`config.mk`:
```
export PLATFORM = sky130hd
export DESIGN_NAME = div_unit_iter
export DESIGN_NICKNAME = d
export VERILOG_FILES = /design/src/rtl/div_unit_iter.sv
export SDC_FILE = /design/constraint.sdc
export NUM_CORES = 1
export LEC_CHECK = 0
export CAP_MARGIN = 20
export CELL_PAD_IN_SITES_DETAIL_PLACEMENT = 1
export CELL_PAD_IN_SITES_GLOBAL_PLACEMENT = 1
export CORE_MARGIN = 2
export CORE_UTILIZATION = 46
export DETAILED_ROUTE_END_ITERATION = 10
export PLACE_DENSITY_LB_ADDON = 0.1
export SLEW_MARGIN = 20
export SYNTH_ARGS = -nofsm -noshare
export SYNTH_HDL_FRONTEND = slang
export SYNTH_SLANG_ARGS = --single-unit
```
`constraint.sdc`:
```
create_clock -name clk -period 11.65 [get_ports clk]
set_input_delay 2.33 -clock clk [delete_from_list [all_inputs] [get_ports clk]]
set_output_delay 2.33 -clock clk [all_outputs]
set_load 0.005 [all_outputs]
```
`src/rtl/div_unit_iter.sv`:
```
// Iterative radix-2 restoring divider for RV32M DIV/DIVU/REM/REMU.
// One quotient bit per cycle; div_running stalls the pipeline meanwhile.
module div_unit_iter #(
    parameter int XLEN = 32
) (
    input  logic            clk,
    input  logic            nrst,
    input  logic            start,
    input  logic [1:0]      op,
    input  logic [XLEN-1:0] op_a,
    input  logic [XLEN-1:0] op_b,
    input  logic            flush,
    output logic            div_running,
    output logic            done,
    output logic [XLEN-1:0] result
);
    localparam int CW = $clog2(XLEN);
    localparam logic [XLEN-1:0] MIN_NEG = {1'b1, {(XLEN-1){1'b0}}};

    typedef enum logic [1:0] {IDLE, RUN, DONE} state_t;

    state_t          state;
    logic [CW-1:0]   counter;
    logic            rem_sel;
    logic            neg_a;
    logic            neg_b;
    logic [XLEN-1:0] divisor;
    logic [XLEN-1:0] quo;
    logic [XLEN-1:0] rem;

    logic            in_signed;
    logic            in_neg_a;
    logic            in_neg_b;
    logic            in_dz;
    logic            in_ovf;
    logic [XLEN-1:0] abs_a;
    logic [XLEN-1:0] abs_b;
    logic [XLEN-1:0] spec_res;
    logic [XLEN:0]   rem_sh;
    logic [XLEN:0]   rem_sub;
    logic            ge;
    logic [XLEN-1:0] quo_n;
    logic [XLEN-1:0] rem_n;
    logic [XLEN-1:0] fin_res;

    always_comb begin
        in_signed = ~op[0];
        in_neg_a  = in_signed & op_a[XLEN-1];
        in_neg_b  = in_signed & op_b[XLEN-1];
        abs_a     = in_neg_a ? (~op_a + 1'b1) : op_a;
        abs_b     = in_neg_b ? (~op_b + 1'b1) : op_b;
        in_dz     = (op_b == '0);
        in_ovf    = in_signed & (op_a == MIN_NEG) & (op_b == '1);
        if (in_dz)
            spec_res = op[1] ? op_a : '1;
        else
            spec_res = op[1] ? '0 : MIN_NEG;
    end

    // rem < divisor always holds, so the top bit of rem_sub is a true borrow
    always_comb begin
        rem_sh  = {rem, quo[XLEN-1]};
        rem_sub = rem_sh - {1'b0, divisor};
        ge      = ~rem_sub[XLEN];
        quo_n   = {quo[XLEN-2:0], ge};
        rem_n   = ge ? rem_sub[XLEN-1:0] : rem_sh[XLEN-1:0];
        if (rem_sel)
            fin_res = neg_a ? (~rem_n + 1'b1) : rem_n;
        else
            fin_res = (neg_a ^ neg_b) ? (~quo_n + 1'b1) : quo_n;
    end

    assign div_running = nrst & ~flush &
                         (((state == IDLE) & start) | (state == RUN));

    always_ff @(posedge clk) begin
        if (!nrst) begin
            state   <= IDLE;
            counter <= '0;
            result  <= '0;
            done    <= 1'b0;
            rem_sel <= 1'b0;
            neg_a   <= 1'b0;
            neg_b   <= 1'b0;
            divisor <= '0;
            quo     <= '0;
            rem     <= '0;
        end else if (flush) begin
            state <= IDLE;
            done  <= 1'b0;
        end else begin
            unique case (state)
                IDLE: begin
                    done <= 1'b0;
                    if (start) begin
                        rem_sel <= op[1];
                        neg_a   <= in_neg_a;
                        neg_b   <= in_neg_b;
                        divisor <= abs_b;
                        quo     <= abs_a;
                        rem     <= '0;
                        if (in_dz | in_ovf) begin
                            result <= spec_res;
                            done   <= 1'b1;
                            state  <= DONE;
                        end else begin
                            counter <= CW'(XLEN - 1);
                            state   <= RUN;
                        end
                    end
                end
                RUN: begin
                    rem <= rem_n;
                    quo <= quo_n;
                    if (counter == '0) begin
                        result <= fin_res;
                        done   <= 1'b1;
                        state  <= DONE;
                    end else begin
                        counter <= counter - 1'b1;
                    end
                end
                DONE: begin
                    done  <= 1'b0;
                    state <= IDLE;
                end
                default: begin
                    done  <= 1'b0;
                    state <= IDLE;
                end
            endcase
        end
    end
endmodule
```
== Word-level counts from Yosys, hierarchy flattened ==
Cells that the tools add are included.
Operators by class
  add/subtract/negate cells: 6
  equality and inequality tests: 8
  multiplexer cells: 29
  bitwise operators: 18
  reduce and logical (&&, ||, !) cells: 10
Operators by type and width (count)
  $mux 32: 14
  $pmux 32 s2: 3
  $add 32x1->32 const B: 4
  $not 32->32: 4
  $eq 32x32->1 const B: 2
  $sub 33x32->33: 1
  $logic_not 32->1: 1
  $mux 5: 3
  $pmux 5 s2: 1
  $reduce_and 5->1: 2
  $and 1x1->1: 7
  $mux 2: 3
  $ne 2x2->1 const B: 3
  $reduce_and 3->1: 2
  $logic_not 5->1: 1
  $sub 5x1->5 const B: 1
  $ne 2x1->1 const B: 2
  $not 1->1: 4
  $pmux 2 s2: 1
  $mux 1: 3
  $eq 2x1->1 const B: 1
  $logic_not 2->1: 1
  $or 1x1->1: 2
  $pmux 1 s2: 1
  4 further kinds: 4
Storage, ports and cells
  flip-flop bits (word level): 139
  input port bits: 70
  output and inout bits: 34
  logic and storage cells: 81

== Logic depth before layout (Yosys ltp) ==
Gate-level depths: netlist (run 1).
  depth in word-level cells: 8
  gate-level depth with buffers: 25
  mapped depth without buffers: 22

== Worst setup path before layout (run 1) ==
Ideal clock, no wire load.
  path type: in2out
  start point: input nrst
  end point: output div_running
  arrival time: 3294 ps
  data required time: 9320 ps
  setup slack: 6026 ps
  stages: 5
  path buffers: 3
  path through: inv_1 clkbuf_1 clkbuf_1 buf_1 nor2_1
On the way
  word-level cells in the longest chain between the ends: 2
Ends and longest elaborated chain
  start, declared: line 7  | input logic nrst,
  $and 1x1->1 (2 in a row): line 73  | assign div_running = nrst & ~flush &
  end, declared: line 13  | output logic div_running,
Every way passes these cells.

== Final worst setup path (run 1) ==
Ends and elaborated chain as after synthesis.

==> results.md, run 1 <==
- The async set-reset flop share out of synthesis is 0%.
- The effective utilization at floorplan is 46.6%.
- The endpoint identified for the worst register-to-register timing path is result[24].
- Buffers inserted to repair hold after CTS numbered 0.
- Measured along the x axis, the die boundary spans 161 µm.
- After synthesis, flip-flops and latches occupy 24.7% of the total area.
- The slew at the pin with the worst max-slew slack is 1.08 ns.
- The chip height is 161 µm.
- The number of cells on the worst hold path is 2.
- Yosys printed 0 warnings.
- The DRC violation total after the first TritonRoute iteration is 908.
- The max-cap violation count is 0.
- The cell taking the most area after synthesis is sky130_fd_sc_hd__dfxtp_1.
- The tightest hold path in the finished design has a slack of 0.458 ns.
- Of the available clock period, the critical path in the final layout requires 59.1%.
- The most used flip-flop cell after synthesis is sky130_fd_sc_hd__dfxtp_1.
- The average instance in the mapped netlist occupies 7.17 µm².
- In the routed design, unresolved DRC markers number 0.
- At the later pin of the worst-skew pair, clock insertion delay measures 0.43 ns.
- Once detail routing completed, the nets flagged for antenna violations numbered 0.
- The most numerous cell in the Yosys netlist is sky130_fd_sc_hd__nor2_1.
- The element type at the critical path start is an input port.
- The floorplan step defined a die boundary enclosing 25800 µm².
- In the global route stage, overall resource usage came out at 32.0%.
- The most critical setup path has its startpoint at nrst.
- The hold violation count in the final report came to 0.
- The layout-stage area growth over the synthesis result is 15.7%.
- The smallest clock period supported by the final layout is computed as 6.88 ns.
- The number of nets in the final layout is 1727.
- The initial antenna violation count was 1.
- The number of enable flip-flop cells after synthesis is 0.
- The via count of the first global-routing pass is 12000.
- The synthesized design contains 139 register bits.
- The synthesized netlist contains 83 unique library cells.
- The first-pass detailed-route iteration total is 7.
- The worst-case clock buffer depth is 2.
- The post-synthesis cell count is 1573.
- After synthesis, the cell types taking the most area are sky130_fd_sc_hd__dfxtp_1 25%, sky130_fd_sc_hd__nor2_1 7.5%, sky130_fd_sc_hd__a21oi_1 7.1%, sky130_fd_sc_hd__xnor2_1 5.8%, sky130_fd_sc_hd__nand2_1 5.1%.
- The launching point of the worst reg2reg path is quo[31].
- The worst setup path is of the input port to primary output kind.
- After clock tree synthesis, the setup repair step added 0 buffers.
- After global routing the overflow that remains totals 0.
- The worst hold path terminates at divisor[18].
- In the final layout, the share of cells above drive strength 1 is 5.40%.
- Setup repair after global routing left no endpoint under its margin.
- TritonCTS built the clock tree.
- During I/O placement, the number of pins put on the boundary was 104.
- The half-perimeter wire length after detailed placement is 31.0 mm.
- The run finished with clean final reports.
- The critical path endpoint category is a primary output.
- The commonest cells after synthesis are 226 x sky130_fd_sc_hd__nor2_1, 159 x sky130_fd_sc_hd__a21oi_1, 153 x sky130_fd_sc_hd__nand2_1.
- For this design the static power due to leakage is 4.87 nW.
- Cells fill 54.0% of the core in the end.
- The total power divided by cell area is 111 nW/µm².
- The placer congestion estimate is 0.911.
- The slack of the worst reg-to-reg path is 5.89 ns.
- Across the VDD grid, the largest voltage drop is 0.0760 mV.
- The number of instances resized during post-cts repair is 0.
- The routed layout has 12300 vias.
- The count of buffers added on input and output ports is 103.
- The core outline area is 24200 µm².
- Measured in cells, the most critical reg-to-reg path has a length of 17.
- Data on the critical path is required at its endpoint by 9.32 ns.
- The number of filler instances in the final layout is 3089.
- The clock-pin transition on the worst setup and hold timing paths is 0.06 ns.
- Headroom to the max-slew limit came out at 27.8%.
- After synthesis the cells add up to 11300 µm².
- The total wire length is 41.4 mm.
- The TritonCTS sink count is 139.
- For this run, the top clock speed supported by timing is 0.145 GHz.
- The class of the tightest hold or removal check is flop to flop.
- The average vias per placed instance is 6.28.
- The highest net fanout along the worst path is 31.
- The arrival time of data at the critical path endpoint is 4.55 ns.
- The area share of the largest cell type after synthesis is 24.7%.
- Synthesis produced a netlist with a net count of 1683.
- The number of placement rows is 57.
- The global-route wire length before repair is 66.0 mm.
- Dividing the detail-routed wire length by the instance count gives 21.2 µm.
- The startpoint identified for the worst hold timing path is divisor[18].
- The total setup violations reported at the end of the flow is 0.
- The sum of negative setup slack is 0 ns.
- The depth of the CTS H-tree is 4.
- The number of pins with negative max-slew slack in the final report came to 0.
- The setup clock skew after layout is 0.0124 ns.
- Buffers inserted during clock tree synthesis total 17.
- The clock tree root driver cell is sky130_fd_sc_hd__clkbuf_16.
- Entering global routing, the biggest net connects 98 pins.
==> worst max-delay path, cell delays in order <==
cell                              delay [ns]
sky130_fd_sc_hd__clkdlybuf4s50_1        0.47
sky130_fd_sc_hd__buf_4                  0.35
sky130_fd_sc_hd__clkinv_2               0.53
sky130_fd_sc_hd__nor2_1                 0.30
sky130_fd_sc_hd__clkdlybuf4s50_1        0.54
==> how the worst max path moves through the flow <==
stage	slack, ns	end
final	4.77	div_running
after floorplan	6.03	div_running
after global routing	4.66	div_running
after detailed placement	4.76	div_running
after CTS	4.76	div_running
after global placement	4.91	div_running
==> flip-flops by register name, summed over array words and instances, names as in the netlist <==
signal	flops
divisor	32
quo	32
rem	32
result	32
counter	5
state	2
done	1
neg_a	1
neg_b	1
rem_sel	1
==> report_power, final <==
part           leakage (nW)  switching, mW  internal, mW  total, mW
clock network         0.278          0.232         0.307      0.539
logic                  3.46          0.244         0.145      0.389
registers              1.13         0.0203         0.496      0.516
==> cell type report <==
class                   count  area (µm²)  area share [%]
inverters                  61         233            1.78
well taps                 324         405            3.11
repair buffers            118        1140            8.77
multi-input cells        1280        7910            60.6
clock buffers              20         457            3.50
flip-flops and latches    139        2780            21.3
clock inverters            12         113           0.863
diodes                      1        2.50          0.0192
==> stage by stage <==
stage / setup slack [ns] / cells / total power [mW] / area (µm²)
finish: 4.77 / 1955 / 1.44 / 13000
global route: 4.66 / 1954 / 1.50 / 13000
detailed placement: 4.76 / 1922 / 0.905 / 12500
global placement: 4.91 / 1922 / 0.894 / 12500
CTS: 4.76 / 1954 / 1.44 / 13000
floorplan: 6.03 / 1573 / 0.776 / 11300
==> logic make-up after synthesis <==
family,after synthesis,share of synthesized area [%]
AND/OR/NAND/NOR,580,24.1
adder cells (fa/ha/maj),40,4.51
AO/OA/AOI/OAI,509,29.3
multiplexers,21,1.94
flip-flops,139,24.7
buffers and inverters,154,5.43
XOR/XNOR,130,10.1
==> metal layers <==
metal | GRT usage [%] | vias to the layer above | wire length [µm]
met5 | 0 | - | 0
met4 | 9.17 | 0 | 882
met3 | 5.63 | 66 | 2840
met2 | 52.5 | 411 | 19200
met1 | 43.3 | 6029 | 18500
li1 | - | 5769 | -
==> cells in the final DEF (no fill, tap or decap), drive strengths merged, types with 8 or more instances in the layout <==
master and count:
o21ai 108, ha 39, a41oi 9, clkdlybuf4s50 103
and2 12, o211ai 22, xor2 55, inv 64
o41ai 9, nand3 18, o21a 10, o211a 8
nand4 19, a21oi 160, a311oi 9, nor2 226
mux2i 14, xnor2 75, nand2b 20, or3 23
o31ai 23, nor2b 14, nor3 40, a22oi 20
a211oi 66, and3 8, a31oi 22, dfxtp 139
nand2 155, clkbuf 20, nor4 16, buf 15
Power figures use the tool's default switching activity.
==> run 2: changes to the inputs <==
CORE_UTILIZATION = 43   (was 46)
clock period = 6.7 ns   (was 11.65 ns; I/O delays follow)
==> results.md, run 2 (synthesis results as in run 1) <==
- The number of primary I/O pins is 104 (unchanged).
- The DRC violation count after routing is 0 (unchanged).
- The core outline area is 25900 µm² (+7.2%).
- The clock tree root driver cell is sky130_fd_sc_hd__clkbuf_16.
- The part of the total power dissipated in combinational logic is 26.2% (-0.7 points).
- The signal on the critical path passes through inv_1 > ha_1 > fa_1 > nor2b_4 > o31a_1 > o21ai_2 > a211o_1 > nand4_2 > nand2_4 > o21ai_0 > ha_1 > nor4b_1 > nand3_1 > a22oi_2 > nand4_2 > nor4b_4 > a2111oi_1 > or3_1.
- The slew at the pin with the worst max-slew slack is 1.09 ns (+0.00522 ns).
- The worst path required time came to 7.02 ns (-2.30 ns).
- The peak per-stage delay on the critical path is 0.48 ns (-0.06 ns).
- The post-route worst hold slack is 0.452 ns (-0.00687 ns).
- The number of input and output port buffers inserted is 103 (unchanged).
- The sequential cell area came to 2780 µm² (unchanged).
- The effective utilization at floorplan came to 43.5% (-3.1 points).
- The static power due to leakage came to 4.87 nW (about the same).
- The maximum number of pins on one net before global-route repair was 98 (unchanged).
- The run finished with clean final reports.
- The highest achievable clock rate is 0.185 GHz.
- The die area is 27500 µm² (+6.8%).
- The number of placement rows was 59 (+3.5%).
- The shortest clock period the worst path allows after layout is 5.40 ns.
- The worst slew margin relative to its limit is 27.5% (-0.35 points).
- The portion of total power attributed to the clock network is 38.7% (+1.4 points).
- The chip height is 166 µm (+3.3%).
- The critical path endpoint category is a flop.
- The number of hold buffers added after cts came to 0 (unchanged).
- The setup clock skew after layout is 0.0217 ns (+0.00928 ns).
- The buffers inserted during post-CTS setup optimization came to 0 (unchanged).
- The post-detailed-placement cell area is 12500 µm² (+0.23%).
- The most common library cell in the layout ignoring fill and taps is sky130_fd_sc_hd__nor2_1.
- The worst path uses 80.6% of the clock period.
- The clock-pin transition on the worst setup and hold timing paths is 0.07 ns (about the same).
- Setup repair after global routing left no endpoint under its margin.
- The category of the most critical setup path is flop to flop.
- The count of buffering cells on the critical path with inverters included was 1 (-3).
- The final antenna diode count is 0 (-1).
- The arrival time of data at the critical path endpoint is 5.72 ns (+1.17 ns).
- The global route total overflow is 0 (unchanged).
- The TritonCTS sink count is 139 (unchanged).
- The total wire length is 42.6 mm (+2.9%).
- The sum of negative setup slack is 0 ns (unchanged).
- The first-pass detailed-route iteration total is 5 (-2).
- The internal power summed over all cells is 1.67 mW (+76%).
- TritonCTS built the clock tree.
- The number of nets in the final layout was 1729 (+0.12%).
- The slack of the worst reg-to-reg path was 1.30 ns (-4.59 ns).
- The layout-stage area growth over the synthesis result is 16.1%.
- The average vias per placed instance was 6.14 (-2.1%).
- The placer congestion estimate is 0.892 (-2.1%).
- The horizontal extent of the die came to 166 µm (+3.3%).
- The most critical setup path has its startpoint at quo[31].
- The path class of the tightest hold or removal check is flop to flop.
- The clock latency on the worst-skew pair is 0.45 ns (+0.02 ns).
- The total setup violations reported at the end of the flow was 0 (unchanged).
- The ratio of cells with drive above 1 in the final layout is 5.45% (+0.055 points).
- The worst-case clock buffer depth is 2 (unchanged).
- The depth of the CTS H-tree was 4 (unchanged).
- The worst register-to-register path begins at quo[31].
- The total global-route track usage is 30.4% (-1.6 points).
- The launch instance of the worst min-delay path is divisor[31].
- The total power divided by cell area came to 196 nW/µm² (+77%).
- The worst setup path is launched from a flop.
- The switching component of the power is 0.898 mW (+81%).
- The number of pins with negative max-slew slack in the final report is 0 (unchanged).
- The global-route wire length before repair is 67.4 mm (+2.2%).
- The number of filler instances in the final layout is 3291 (+6.5%).
- The CTS buffer count came to 17 (unchanged).
- The max-cap violation count came to 0 (unchanged).
- The detail-routed net length per standard cell was 21.7 µm (+2.2%).
- The half-perimeter wire length after detailed placement is 32.0 mm (+3.2%).
- In the layout the commonest cells are 226 x sky130_fd_sc_hd__nor2_1, 159 x sky130_fd_sc_hd__a21oi_1, 153 x sky130_fd_sc_hd__nand2_1.
- The proportion of total power due to net switching was 34.9% (+0.58 points).
- The highest net fanout along the worst path is 45 (+45%).
- The DRC violation total after the first TritonRoute iteration was 896 (-1.3%).
- The portion of total power attributed to sequential cells was 35.1% (-0.6 points).
- The cell family contributing the most delay on the critical path is simple AND/OR/NAND/NOR gates.
- The initial antenna violation count is 0 (-1).
- The number of instances resized during post-cts repair is 0 (unchanged).
- The via count of the first global-routing pass is 12100 (+0.96%).
- The worst-path cell with the longest stage delay is sky130_fd_sc_hd__o21ai_0.
- The peak supply drop is 0.128 mV (+69%).
- The final instance area came to 13100 µm² (+0.35%).
- The total area of multi-input combinational cells is 7910 µm² (unchanged).
- The share of the core filled with cells is 50.5% (-3.4 points).
- The hold violation count in the final report came to 0 (unchanged).
- The number of nets with antenna violations after routing is 0 (unchanged).
- The via count of the routed design is 12100 (-1.5%).
## run 2: power groups by stage
| stage | clock network [mW] | registers (mW) | logic [mW] |
|---|---|---|---|
| after floorplan | 0 | 0.903 | 0.446 |
| after global placement | 0 | 0.916 | 0.647 |
| after detailed placement | 0 | 0.918 | 0.659 |
| after CTS | 1.00 | 0.899 | 0.666 |
| after global routing | 1.03 | 0.905 | 0.739 |
| final | 0.995 | 0.901 | 0.674 |
## run 2: routing by layer
metal | share of wire [%] | up-vias | GRT usage (%) | wire (µm)
met3 | 5.6 | 73 | 4.58 | 2410
met5 | 0 | - | 0 | 0
met2 | 46 | 355 | 49.8 | 19600
li1 | - | 5766 | - | -
met1 | 46 | 5892 | 41.4 | 19600
met4 | 2.3 | 0 | 9.19 | 994
## run 2: worst paths after layout
| kind | endpoint | cells after the start |
|---|---|---|
| worst max-delay path | result[28] | 18 |
| worst min-delay path | divisor[31] | 2 |
| worst max register to register | result[28] | 18 |
| worst min register to register | divisor[31] | 2 |
## run 2: tightest hold or removal path: cells and delay by family, from the launching register on
kind	cells	cell delay (ns)
flip-flops	1	0.31
AO/OA/AOI/OAI	1	0.05
AND/OR/NAND/NOR	1	0.05
## run 2: final cells by class
class | instances | share of cell area [%]
Tap cell | 335 | 3.20
Timing Repair Buffer | 120 | 8.85
Clock buffer | 19 | 3.31
Inverter | 61 | 1.78
Sequential cell | 139 | 21.3
Multi-Input combinational cell | 1280 | 60.4
Clock inverter | 13 | 1.19
## run 2: stage by stage
stage / worst slack [ns] / instances / total power [mW]
final: 1.30 / 1967 / 2.57
after global routing: 0.820 / 1967 / 2.68
after CTS: 1.39 / 1967 / 2.57
after detailed placement: 1.24 / 1935 / 1.58
after global placement: 1.39 / 1935 / 1.56
after floorplan: 1.87 / 1573 / 1.35
==> run 3: changes to the inputs <==
CORE_UTILIZATION = 39   (was 43)
clock period = 4.7 ns   (was 6.7 ns; I/O delays follow)
==> results.md, run 3 (synthesis results as in run 1) <==
- The library cells used most frequently in the layout, excluding fill and tap cells, are 226 x sky130_fd_sc_hd__nor2_1, 159 x sky130_fd_sc_hd__a21oi_1, 153 x sky130_fd_sc_hd__nand2_1.
- The die area is 30300 µm² (+10%).
- The CTS buffer count is 17 (unchanged).
- The total stage count of the critical path is 18 (unchanged).
- The core outline area is 28500 µm² (+10%).
- The final instance area is 13500 µm² (+2.8%).
- The total wire length is 43.8 mm (+2.7%).
- The slew at the pin with the worst max-slew slack is 1.09 ns (+0.00623 ns).
- The total power after layout is 3.68 mW (+43%).
- The initial antenna violation count was 1 (+1).
- The cell count after placement is 2018 (+4.3%).
- The launch point of the worst path is quo[31].
- The slack of the worst reg-to-reg path is 0.28 ns (-1.02 ns).
- The global route total overflow is 0 (unchanged).
- The max-cap violation count is 0 (unchanged).
- The global-route wire length before repair came to 68.7 mm (+1.9%).
- The worst setup path is of the flop to flop kind.
- The average vias per placed instance was 5.89 (-4.1%).
- For this design, the slowest cell found on the critical path is sky130_fd_sc_hd__a211oi_1.
- The DRC violation total after the first TritonRoute iteration is 696 (-22%).
- The number of nets with antenna violations after routing is 0 (unchanged).
- The worst setup slack after layout came to 0.282 ns (-1.02 ns).
- The number of input and output port buffers inserted was 103 (unchanged).
- The half-perimeter wire length after detailed placement is 33.5 mm (+4.6%).
- The number of cells on the worst reg-to-reg path is 18 (unchanged).
- The effective utilization at floorplan came to 39.5% (-4.0 points).
- The worst slew margin relative to its limit is 27.0% (-0.42 points).
- The run finished with clean final reports.
- The count of buffering cells on the critical path with inverters included is 3 (+2).
- STA classifies the critical path startpoint as a flop.
- The CTS tree is done.
- The number of nets in the final layout is 1765 (+2.1%).
- The number of filler instances in the final layout came to 3644 (+11%).
- The via count of the first global-routing pass is 12100 (+0.20%).
- The pre-CTS setup slack is 0.202 ns (-1.04 ns).
- The sequential cell area is 2780 µm² (unchanged).
- The number of placement rows is 62 (+5.1%).
- The placer congestion estimate is 0.888 (-0.46%).
- The detail-routed net length per standard cell is 21.3 µm (-1.5%).
- The arrival time of data at the critical path endpoint came to 4.74 ns (-0.98 ns).
- The number of primary I/O pins is 104 (unchanged).
- The TritonCTS sink count is 139 (unchanged).
- The first-pass detailed-route iteration total is 5 (unchanged).
- The static power due to leakage is 5.06 nW (+4.0%).
- The horizontal extent of the die is 174 µm (+4.9%).
- The peak per-stage delay on the critical path is 0.53 ns (+0.05 ns).
- The post-route worst hold slack is 0.455 ns (+0.00304 ns).
- The total power divided by cell area was 273 nW/µm² (+39%).
- The via count of the routed design is 12100 (+0.017%).
- The root buffer cell chosen for the clock tree is sky130_fd_sc_hd__clkbuf_16.
- The last element of the critical path is result[24].
- The class of the tightest hold or removal check is flop to flop.
- The post-detailed-placement cell area was 12800 µm² (+2.6%).
- The worst-case clock buffer depth was 2 (unchanged).
- The worst path required time came to 5.02 ns (-2.00 ns).
- The final non-filler cell total is 2052 (+4.3%).
- Relative to the synthesized area, the layout overhead comes to 19.4%.
- The total setup violations reported at the end of the flow is 0 (unchanged).
- The final antenna diode count was 0 (unchanged).
- The maximum number of pins on one net before global-route repair was 64 (-35%).
- The peak supply drop is 0.271 mV (+110%).
- The launching point of the worst reg2reg path is quo[31].
- The share of the core filled with cells came to 47.1% (-3.4 points).
- The critical path goes through inv_1 > ha_1 > fa_2 > nor2b_4 > o31a_1 > o21ai_2 > a211o_1 > nand4_2 > nand2_8 > buf_4 > inv_4 > ha_1 > nor2b_1 > nand3_1 > o41ai_1 > xnor2_1 > a211oi_1 > a21oi_1.
- The highest net fanout along the worst path is 12 (-73%).
- Leaving out fill and tap cells, the most frequent cell in the layout is sky130_fd_sc_hd__nor2_1.
- The ratio of cells with drive above 1 in the final layout came to 7.73% (+2.3 points).
- Counting stages on the worst path, the most repeated cell is sky130_fd_sc_hd__ha_1.
- The total global-route track usage is 28.9% (-1.5 points).
- The total area of multi-input combinational cells came to 7950 µm² (+0.54%).
- The top cell family by delay on the critical path is compound AO/OA/AOI/OAI gates.
- The sum of negative setup slack was 0 ns (unchanged).
- Setup repair after global routing left no endpoint under its margin.
- The depth of the CTS H-tree is 4 (unchanged).
- The worst register-to-register path ends at result[24].
- The shortest clock period the worst path allows after layout is 4.42 ns (-0.981 ns).
- The clock latency on the worst-skew pair came to 0.45 ns (about the same).
- The DRC violation count after routing was 0 (unchanged).
- STA classifies the critical path endpoint as a flop.
- The chip height came to 174 µm (+4.9%).
- The hold violation count in the final report is 0 (unchanged).
- The highest achievable clock rate is 0.226 GHz (+22%).
- The final critical-path share of the clock period is 94.0% (+13 points).
- The setup clock skew after layout is 0.0160 ns (-0.00571 ns).
- The number of hold buffers added after cts is 0 (unchanged).
- The number of pins with negative max-slew slack in the final report was 0 (unchanged).
- The clock-pin transition on the worst setup and hold timing paths was 0.07 ns (about the same).
## run 3: how the worst min path moves through the flow
stage | start | end | slack, ns | depth (start not counted)
floorplan | divisor[18] | divisor[18] | 0.43 | 2
finish | divisor[31] | divisor[31] | 0.45 | 2
global placement | divisor[31] | divisor[31] | 0.44 | 2
CTS | divisor[31] | divisor[31] | 0.46 | 2
detailed placement | divisor[31] | divisor[31] | 0.45 | 2
global route | divisor[18] | divisor[18] | 0.48 | 2
## run 3: cell type report
cell class	count	share of cell area, %
clock buffer	21	3.42
clock inverter	11	0.883
inverter	61	1.73
multi-input combinational	1280	59.1
sequential	139	20.7
tap	384	3.57
timing repair buffer	156	10.6
## run 3: repair_timing
action	in CTS	in global routing
buffers inserted	0	2
setup endpoints to repair	0	11
gates resized for setup	0	9
endpoints found under the hold margin	0	0
## run 3: routing by layer
layer / vias to the layer above / share of wire, % / global-route usage [%]
li1: 5836 / - / -
met1: 5914 / 47 / 39.3
met2: 276 / 45 / 46.0
met3: 60 / 5.0 / 5.45
met4: 2 / 2.5 / 9.31
met5: - / 0.023 / 0
## run 3: worst reg2reg max path: cells and delay by family, from the launching register on
kind                     cells  cell delay (ns)
flip-flops                   1             0.35
AO/OA/AOI/OAI                6             1.77
buffers and inverters        3             0.35
adder cells (fa/ha/maj)      3             0.74
XOR/XNOR                     1             0.15
AND/OR/NAND/NOR              5             0.95
## run 3: where the power goes
group | leakage (nW) | switching, mW | internal [mW]
combinational | 3.66 | 0.623 | 0.388
clock | 0.275 | 0.583 | 0.807
sequential | 1.13 | 0.0503 | 1.23
total | 5.06 | 1.26 | 2.42
